### src/rtl/bus_pkg.sv
// Shared widths, FSM state type and sizing helper
// for the two-master bus arbiter.
package bus_pkg;

  localparam int ADDR_W = 16;
  localparam int DATA_W = 8;

  typedef enum logic [1:0] {
    IDLE,
    BUSY,
    DONE
  } state_e;

  function automatic int cnt_w(input int t);
    return $clog2(t + 1);
  endfunction

endpackage

### src/rtl/bus_rr_arb2.sv
// Two-way round-robin pick: under contention the
// master that did not win last time is chosen.
module bus_rr_arb2 (
  input  logic [1:0] req,
  input  logic       last,
  output logic       grant
);

  always_comb begin
    grant = last;
    unique case (req)
      2'b01:   grant = 1'b0;
      2'b10:   grant = 1'b1;
      2'b11:   grant = ~last;
      default: grant = last;
    endcase
  end

endmodule

### src/rtl/bus_arbiter.sv
// Two-master to one-slave arbiter with round-robin
// grant, slave wait timeout and registered outputs.
module bus_arbiter
  import bus_pkg::*;
#(
  parameter int                TIMEOUT     = 255,
  parameter logic [DATA_W-1:0] TIMEOUT_DAT = 8'hFF
) (
  input  logic              i_clk,
  input  logic              i_reset,
  input  logic [ADDR_W-1:0] i_m0_addr,
  input  logic [DATA_W-1:0] i_m0_dat,
  input  logic              i_m0_we,
  input  logic              i_m0_cs,
  output logic [DATA_W-1:0] o_m0_dat,
  output logic              o_m0_ack,
  input  logic [ADDR_W-1:0] i_m1_addr,
  input  logic [DATA_W-1:0] i_m1_dat,
  input  logic              i_m1_we,
  input  logic              i_m1_cs,
  output logic [DATA_W-1:0] o_m1_dat,
  output logic              o_m1_ack,
  output logic [ADDR_W-1:0] o_s_addr,
  output logic [DATA_W-1:0] o_s_dat,
  output logic              o_s_we,
  output logic              o_s_cs,
  input  logic [DATA_W-1:0] i_s_dat,
  input  logic              i_s_ack,
  output logic              o_timeout
);

  localparam int CW = cnt_w(TIMEOUT);
  localparam logic [CW-1:0] CNT_LAST = CW'(TIMEOUT - 1);

  state_e            state_q, state_d;
  logic              last_q, last_d;
  logic [CW-1:0]     cnt_q, cnt_d;
  logic [ADDR_W-1:0] s_addr_q, s_addr_d;
  logic [DATA_W-1:0] s_dat_q, s_dat_d;
  logic              s_we_q, s_we_d;
  logic              s_cs_q, s_cs_d;
  logic [DATA_W-1:0] m0_dat_q, m0_dat_d;
  logic [DATA_W-1:0] m1_dat_q, m1_dat_d;
  logic              m0_ack_q, m0_ack_d;
  logic              m1_ack_q, m1_ack_d;
  logic              tmo_q, tmo_d;
  logic              rr_gnt;

  bus_rr_arb2 u_rr (
    .req   ({i_m1_cs, i_m0_cs}),
    .last  (last_q),
    .grant (rr_gnt)
  );

  always_comb begin
    state_d  = state_q;
    last_d   = last_q;
    cnt_d    = cnt_q;
    s_addr_d = s_addr_q;
    s_dat_d  = s_dat_q;
    s_we_d   = s_we_q;
    s_cs_d   = s_cs_q;
    m0_dat_d = m0_dat_q;
    m1_dat_d = m1_dat_q;
    m0_ack_d = 1'b0;
    m1_ack_d = 1'b0;
    tmo_d    = 1'b0;
    unique case (state_q)
      IDLE: begin
        s_cs_d = 1'b0;
        s_we_d = 1'b0;
        if (i_m0_cs || i_m1_cs) begin
          state_d  = BUSY;
          last_d   = rr_gnt;
          cnt_d    = '0;
          s_cs_d   = 1'b1;
          s_addr_d = rr_gnt ? i_m1_addr : i_m0_addr;
          s_dat_d  = rr_gnt ? i_m1_dat : i_m0_dat;
          s_we_d   = rr_gnt ? i_m1_we : i_m0_we;
        end
      end
      BUSY: begin
        // slave ack takes priority over an expiring wait
        if (i_s_ack) begin
          state_d = DONE;
          s_cs_d  = 1'b0;
          s_we_d  = 1'b0;
          if (last_q) begin
            m1_ack_d = 1'b1;
            m1_dat_d = i_s_dat;
          end else begin
            m0_ack_d = 1'b1;
            m0_dat_d = i_s_dat;
          end
        end else begin
          cnt_d = cnt_q + CW'(1);
          if (cnt_q == CNT_LAST) begin
            state_d = DONE;
            s_cs_d  = 1'b0;
            s_we_d  = 1'b0;
            tmo_d   = 1'b1;
            if (last_q) begin
              m1_ack_d = 1'b1;
              m1_dat_d = TIMEOUT_DAT;
            end else begin
              m0_ack_d = 1'b1;
              m0_dat_d = TIMEOUT_DAT;
            end
          end
        end
      end
      DONE: state_d = IDLE;
      default: state_d = IDLE;
    endcase
  end

  always_ff @(posedge i_clk or posedge i_reset) begin
    if (i_reset) begin
      state_q  <= IDLE;
      last_q   <= 1'b1;
      cnt_q    <= '0;
      s_addr_q <= '0;
      s_dat_q  <= '0;
      s_we_q   <= 1'b0;
      s_cs_q   <= 1'b0;
      m0_dat_q <= '0;
      m1_dat_q <= '0;
      m0_ack_q <= 1'b0;
      m1_ack_q <= 1'b0;
      tmo_q    <= 1'b0;
    end else begin
      state_q  <= state_d;
      last_q   <= last_d;
      cnt_q    <= cnt_d;
      s_addr_q <= s_addr_d;
      s_dat_q  <= s_dat_d;
      s_we_q   <= s_we_d;
      s_cs_q   <= s_cs_d;
      m0_dat_q <= m0_dat_d;
      m1_dat_q <= m1_dat_d;
      m0_ack_q <= m0_ack_d;
      m1_ack_q <= m1_ack_d;
      tmo_q    <= tmo_d;
    end
  end

  assign o_s_addr  = s_addr_q;
  assign o_s_dat   = s_dat_q;
  assign o_s_we    = s_we_q;
  assign o_s_cs    = s_cs_q;
  assign o_m0_dat  = m0_dat_q;
  assign o_m1_dat  = m1_dat_q;
  assign o_m0_ack  = m0_ack_q;
  assign o_m1_ack  = m1_ack_q;
  assign o_timeout = tmo_q;

endmodule

### config.mk
export PLATFORM = sky130hd
export DESIGN_NAME = bus_arbiter
export DESIGN_NICKNAME = d
export VERILOG_FILES = /design/src/rtl/bus_pkg.sv /design/src/rtl/bus_rr_arb2.sv /design/src/rtl/bus_arbiter.sv
export SDC_FILE = /design/constraint.sdc
export NUM_CORES = 1
export LEC_CHECK = 0
export ABC_AREA = 1
export CORE_MARGIN = 3
export CORE_UTILIZATION = 43
export DETAILED_ROUTE_END_ITERATION = 8
export GPL_TIMING_DRIVEN = 0
export MAX_ROUTING_LAYER = met4
export PLACE_DENSITY = 0.9
export SYNTH_ARGS = -nofsm -noshare
export SYNTH_HDL_FRONTEND = slang
export SYNTH_SLANG_ARGS = --single-unit
### constraint.sdc
create_clock -name i_clk -period 2 [get_ports i_clk]
set_clock_uncertainty 0.2 [all_clocks]
set_input_delay 0.2 -clock i_clk [delete_from_list [all_inputs] [get_ports i_clk]]
set_output_delay 0.2 -clock i_clk [all_outputs]
set_load 0.1 [all_outputs]
# Yosys cells after proc, flatten, opt, wreduce, memory -nomap -nowiden
# Index checks and enable logic that the tools add are counted.
dict set report word_totals {
  register_bits 56
  inputBits 63
  word_cells 68
}
dict set report op_classes {
  n_addsub 1
  n_eq_ne 8
  n_mux 36
  bitwise 1
  n_reduce_logical 10
}
# cell count
set ops {}
lappend ops {{2-to-1 mux 8 bit} 11}
lappend ops {{2-to-1 mux 1 bit} 16}
lappend ops {{2-to-1 mux 16 bit} 1}
lappend ops {{one-hot mux 8 bit (2 select lines)} 1}
lappend ops {{AND reduction 3 bit} 3}
lappend ops {{adder 8 x 1 -> 8 bit (second input constant)} 1}
lappend ops {{equality test 8 bit (second input constant)} 1}
lappend ops {{2-to-1 mux 2 bit} 3}
lappend ops {{AND reduction 2 bit} 3}
lappend ops {{equality test 2 x 1 -> 1 bit (second input constant)} 2}
lappend ops {{equality test 2 bit (second input constant)} 2}
lappend ops {{!= test 2 bit (second input constant)} 2}
lappend ops {{one-hot mux 1 bit (2 select lines)} 2}
lappend ops {{one-hot mux 2 bit (2 select lines)} 1}
lappend ops {{nonzero test 2 bit} 2}
lappend ops {{!= test 3 bit (second input constant)} 1}
lappend ops {{one-hot mux 1 bit (3 select lines)} 1}
lappend ops {{zero test 2 bit} 1}
lappend ops {{logical OR 1 bit} 1}
lappend ops {{inverter 1 bit} 1}

# Logic depth before layout (Yosys ltp)
dict set report logic_depth {
  ltp_word 5
  depth_mapped 9
  ltp_nobuf 9
}

# Hierarchy
# From an unflattened synthesis, not the netlist that was laid out.
dict set report hier_totals {
  cells_unflattened 319
  area_unflattened_um2 2692.6
}
# module n_inst cells_per_inst area_per_inst_um2
set modules_own_cells {}
lappend modules_own_cells {bus_arbiter 1 314 2673.8}
lappend modules_own_cells {bus_rr_arb2 1 5 18.8}

# Worst setup path after synthesis
# No wires, ideal clock.
dict set report synth_timing {
  path_type {register -> register}
  startpoint {reg cnt_q[0]}
  endpoint {reg m0_dat_q[0], in the netlist o_m0_dat[0]}
  arrival_ns 1.222
  required_ns 1.678
  slack_ns 0.456
  path_stages_with_launch 10
  n_path_buf 0
  period_less_slack_ns 1.544
  cell_sequence {dfrtp_1 -> inv_1 -> ha_1 -> nand2_1 -> nor2_2 -> nand2_4 -> nand2_8 -> nand3_4 -> nand2_1 -> nand2_1}
}
dict set report synth_between {
  elab_chain_cells 3
}
# item line
set synth_rtl {}
lappend synth_rtl {{from (decl)} bus_arbiter.sv:37} ;# logic [CW-1:0] cnt_q, cnt_d;
lappend synth_rtl {{from (signal assigned)} bus_arbiter.sv:134} ;# cnt_q <= cnt_d;
lappend synth_rtl {{equality test 8 bit} bus_arbiter.sv:97} ;# if (cnt_q == CNT_LAST) begin
lappend synth_rtl {{nonzero test 2 bit (no line)} --}
lappend synth_rtl {{AND reduction 3 bit (no line)} --}
lappend synth_rtl {{to (signal assigned)} bus_arbiter.sv:139} ;# m0_dat_q <= m0_dat_d;
lappend synth_rtl {{to (decl)} bus_arbiter.sv:42} ;# logic [DATA_W-1:0] m0_dat_q, m0_dat_d;
# No other way between the ends.
# A chain may end at the register's enable or synchronous reset.

# Final worst setup path
dict set report layout_timing {
  startpoint {reg s_addr_q[4], in the netlist o_s_addr[4]}
  endpoint {out o_s_addr[4]}
}
# item line
set layout_lines {}
lappend layout_lines {{from (decl)} bus_arbiter.sv:38} ;# logic [ADDR_W-1:0] s_addr_q, s_addr_d;
lappend layout_lines {{from (signal assigned)} bus_arbiter.sv:135} ;# s_addr_q <= s_addr_d;
lappend layout_lines {{to (decl)} bus_arbiter.sv:23} ;# output logic [ADDR_W-1:0] o_s_addr,
# No word-level cell between the ends.

==> impl_results.md <==
* Placement Rows at 28
* CP top delay family: buffers and inverters
* Fillers at roughly 510
* GRT Util Overall at 21.29%
* Seq/Total Area, Yosys at between 50% and 60%
* Worst slew margin at between 30% and 40%
* Synth top area share at between 50% and 60%
* Hold Path Class: flop to flop
* Final hold vios at 0
* Commonest non-fill, non-tap cell in the layout: nand2_1
* First-pass DRT Iterations at 6
* CP Cell Sequence: dlygate4sd2_1
* Syn_nets at about 380
* CTS H-tree depth at 2
* Ant. Diodes at 0
* TritonCTS Buffers at 5
* WP depth at 1
* Largest area contributor in the netlist: dfrtp_1
* Final Worst Setup Slack at between 0.04 and 0.05 ns
* Clk Latency, worst-skew pair at 0.31 ns
* Synth Register Bits at 56
* Fin util at about 66%
* Detailed Route WL at ~7.2 mm
* Initial antenna violation count at 0
* Slowest CP cell: dlygate4sd2_1
* Total gr overflow at 0
* Post-CTS Repair Setup Buffers at 0
* Post-route ant nets at 0
* Asr flop ratio synth at 100.0%
* Synth cell types at 24
* Die area at ~7000 µm²
* Highest-count cells in the layout ignoring fill and taps: 88 x nand2_1, 62 x clkdlybuf4s50_1, 55 x dfrtp_1, 39 x dlygate4sd2_1, 30 x nor2_1
* Gate Count Post-Synth at 314
* Worst setup SP type: flop
* Initial Utilization at about 45%
* Vias in the first global route at approximately 2600
* CP Class: flop to primary output
* Final slew viol count at 0
* Crit share post-route at 97.53%
* Routed vias at 2595
* Area contributors post-synth: dfrtp_1 52%, nand2_1 12%, o21ai_1 5.4%
* Synth Flop Type: dfrtp_1
* Setup crit end kind: primary output
* Post-synth EDFFs at 0
* IO Count at ~110
* Dpl hpwl at about 5.7 mm
* CP Data Arrival Time at between 1.5 and 2 ns
* CTS tree: built
* Data required, critical path at about 1.6 ns
* Drt wl/cell at ~14 µm
* CTS Root Buffer Type: clkbuf_8
* Max stage delay on crit path at 0.87 ns
* Worst-path clk slew at 0.10 ns
* Worst Path Max Fanout at 2
* Setup slack at placement at -0.01903 ns
* Hold depth at 2
* Endpoints failing setup at 0
* First-pass GRT wire length at 11.76 mm
* Core area at 5956 µm²
* Area Overhead vs Synth at 46.64%
* # nets final at around 500
* DRC viols at 0
* Clk sinks at 56
* Non-Filler Instances at 506
* Status: complete, no violations
* Cell Count Post-Placement at a little under 500
* Iteration-0 DRC Markers at 109
* Vias per inst at 5.128
* Syn_area_per_cell at approximately 8.5 µm²
* Layout cells sized above 1 at roughly 11%
* Clock Tree Buf Depth at 2
* WP buf/inv at 1
* Die width at about 85 µm
* Fmax at between 500 and 600 MHz
* Cell Area, Synth at roughly 2700 µm²
* Period minus WS final at between 1.5 and 2 ns
* Slew of the pin with the lowest slew margin at between 0.9 and 1 ns
* Maxcap violations at 0
* Largest net degree at the start of global routing at 45
* Gpl congestion at between 0.8 and 0.9
* Unrepaired setup endpoints after global routing: false
* Port bufs at roughly 110
* Chip height at ~85 µm
* Reg2Reg Depth at 6
* Synth warn at 0
## per-layer routing
metal / share of wire [%] / track usage [%]
met1: 40 / 24.72
met2: 50 / 35.73
met3: 8.1 / 5.888
met4: 1.8 / 6.906
met5: 0 / -
## worst reg2reg max path: stages (launching register included)
cell and delay [ns]:
dfstp_2 0.58, nand2_1 0.08, o21ai_2 0.17, inv_2 0.15
buf_2 0.22, nor2_1 0.17, o21ai_1 0.10
## flip-flops by register name (all words and copies together), names as in the netlist
| name | cells |
|---|---|
| o_s_addr | 16 |
| cnt_q | 8 |
| o_m0_dat | 8 |
| o_m1_dat | 8 |
| o_s_dat | 8 |
| state_q | 2 |
| last_q | 1 |
| o_m0_ack | 1 |
| o_m1_ack | 1 |
| o_s_cs | 1 |
| o_s_we | 1 |
| o_timeout | 1 |
## layout make-up
type | count | area (µm²) | area share (%)
multi-input cells | 225 | 1101 | 28.16
repair buffers | 109 | 1052 | 26.91
flip-flops and latches | 56 | 1403 | 35.87
clock buffers | 6 | 82.58 | 2.112
clock inverters | 2 | 15.01 | 0.3840
well taps | 75 | 93.84 | 2.400
plain buffers | 13 | 87.58 | 2.240
inverters | 20 | 75.07 | 1.920
## timing repair
| item | CTS | global route |
|---|---|---|
| endpoints found under the hold margin | 12 | 0 |
| hold buffers | 1 | 0 |
| endpoints found under the setup margin | 45 | 6 |
| resized for setup | 45 | 6 |
## cells in the mapped netlist (2+ instances only)
master,number
buf_4,2
buf_2,9
or2_2,9
nand2_1,88
o21ai_0,28
nor2_4,2
nand2_2,4
nor2_1,30
o21ai_1,29
nand3_4,2
ha_1,2
inv_2,3
nand4_1,22
nand3_1,5
inv_1,16
dfrtp_1,55
## kinds of logic (layout without fill, tap and decap cells)
family / count (synthesis) / count (layout) / share of synthesized area [%]
compound gates: 58 / 58 / 11.03
simple gates: 165 / 165 / 29.33
buf+inv: 33 / 150 / 6.100
fa+ha+maj: 2 / 2 / 0.9384
flops: 56 / 56 / 52.60
## worst paths after layout
check,startpoint,end,slack [ns]
max,o_s_addr[4],o_s_addr[4],0.05
min,o_m1_dat[6],o_m1_dat[6],0.28
max reg2reg,last_q,o_s_addr[2],0.22
min reg2reg,o_m1_dat[6],o_m1_dat[6],0.28
max in group asynchronous,i_reset,last_q,0.54
min in group asynchronous,i_reset,o_m0_dat[7],0.50
## per-stage QoR
stage                     TNS (ns)  hold WS [ns]  instance area (µm²)
final                            0        0.2753                 3910
after global routing             0        0.2904                 3910
after CTS                        0        0.2674                 3902
after detailed placement  -0.01903        0.2594                 3851
after global placement      -40.75        0.2545                 3831
after floorplan                  0        0.1702                 2666
Power is left out: the tool's default activity adds up to more than one toggle a clock period on the data nets, which glitch-free logic cannot reach.
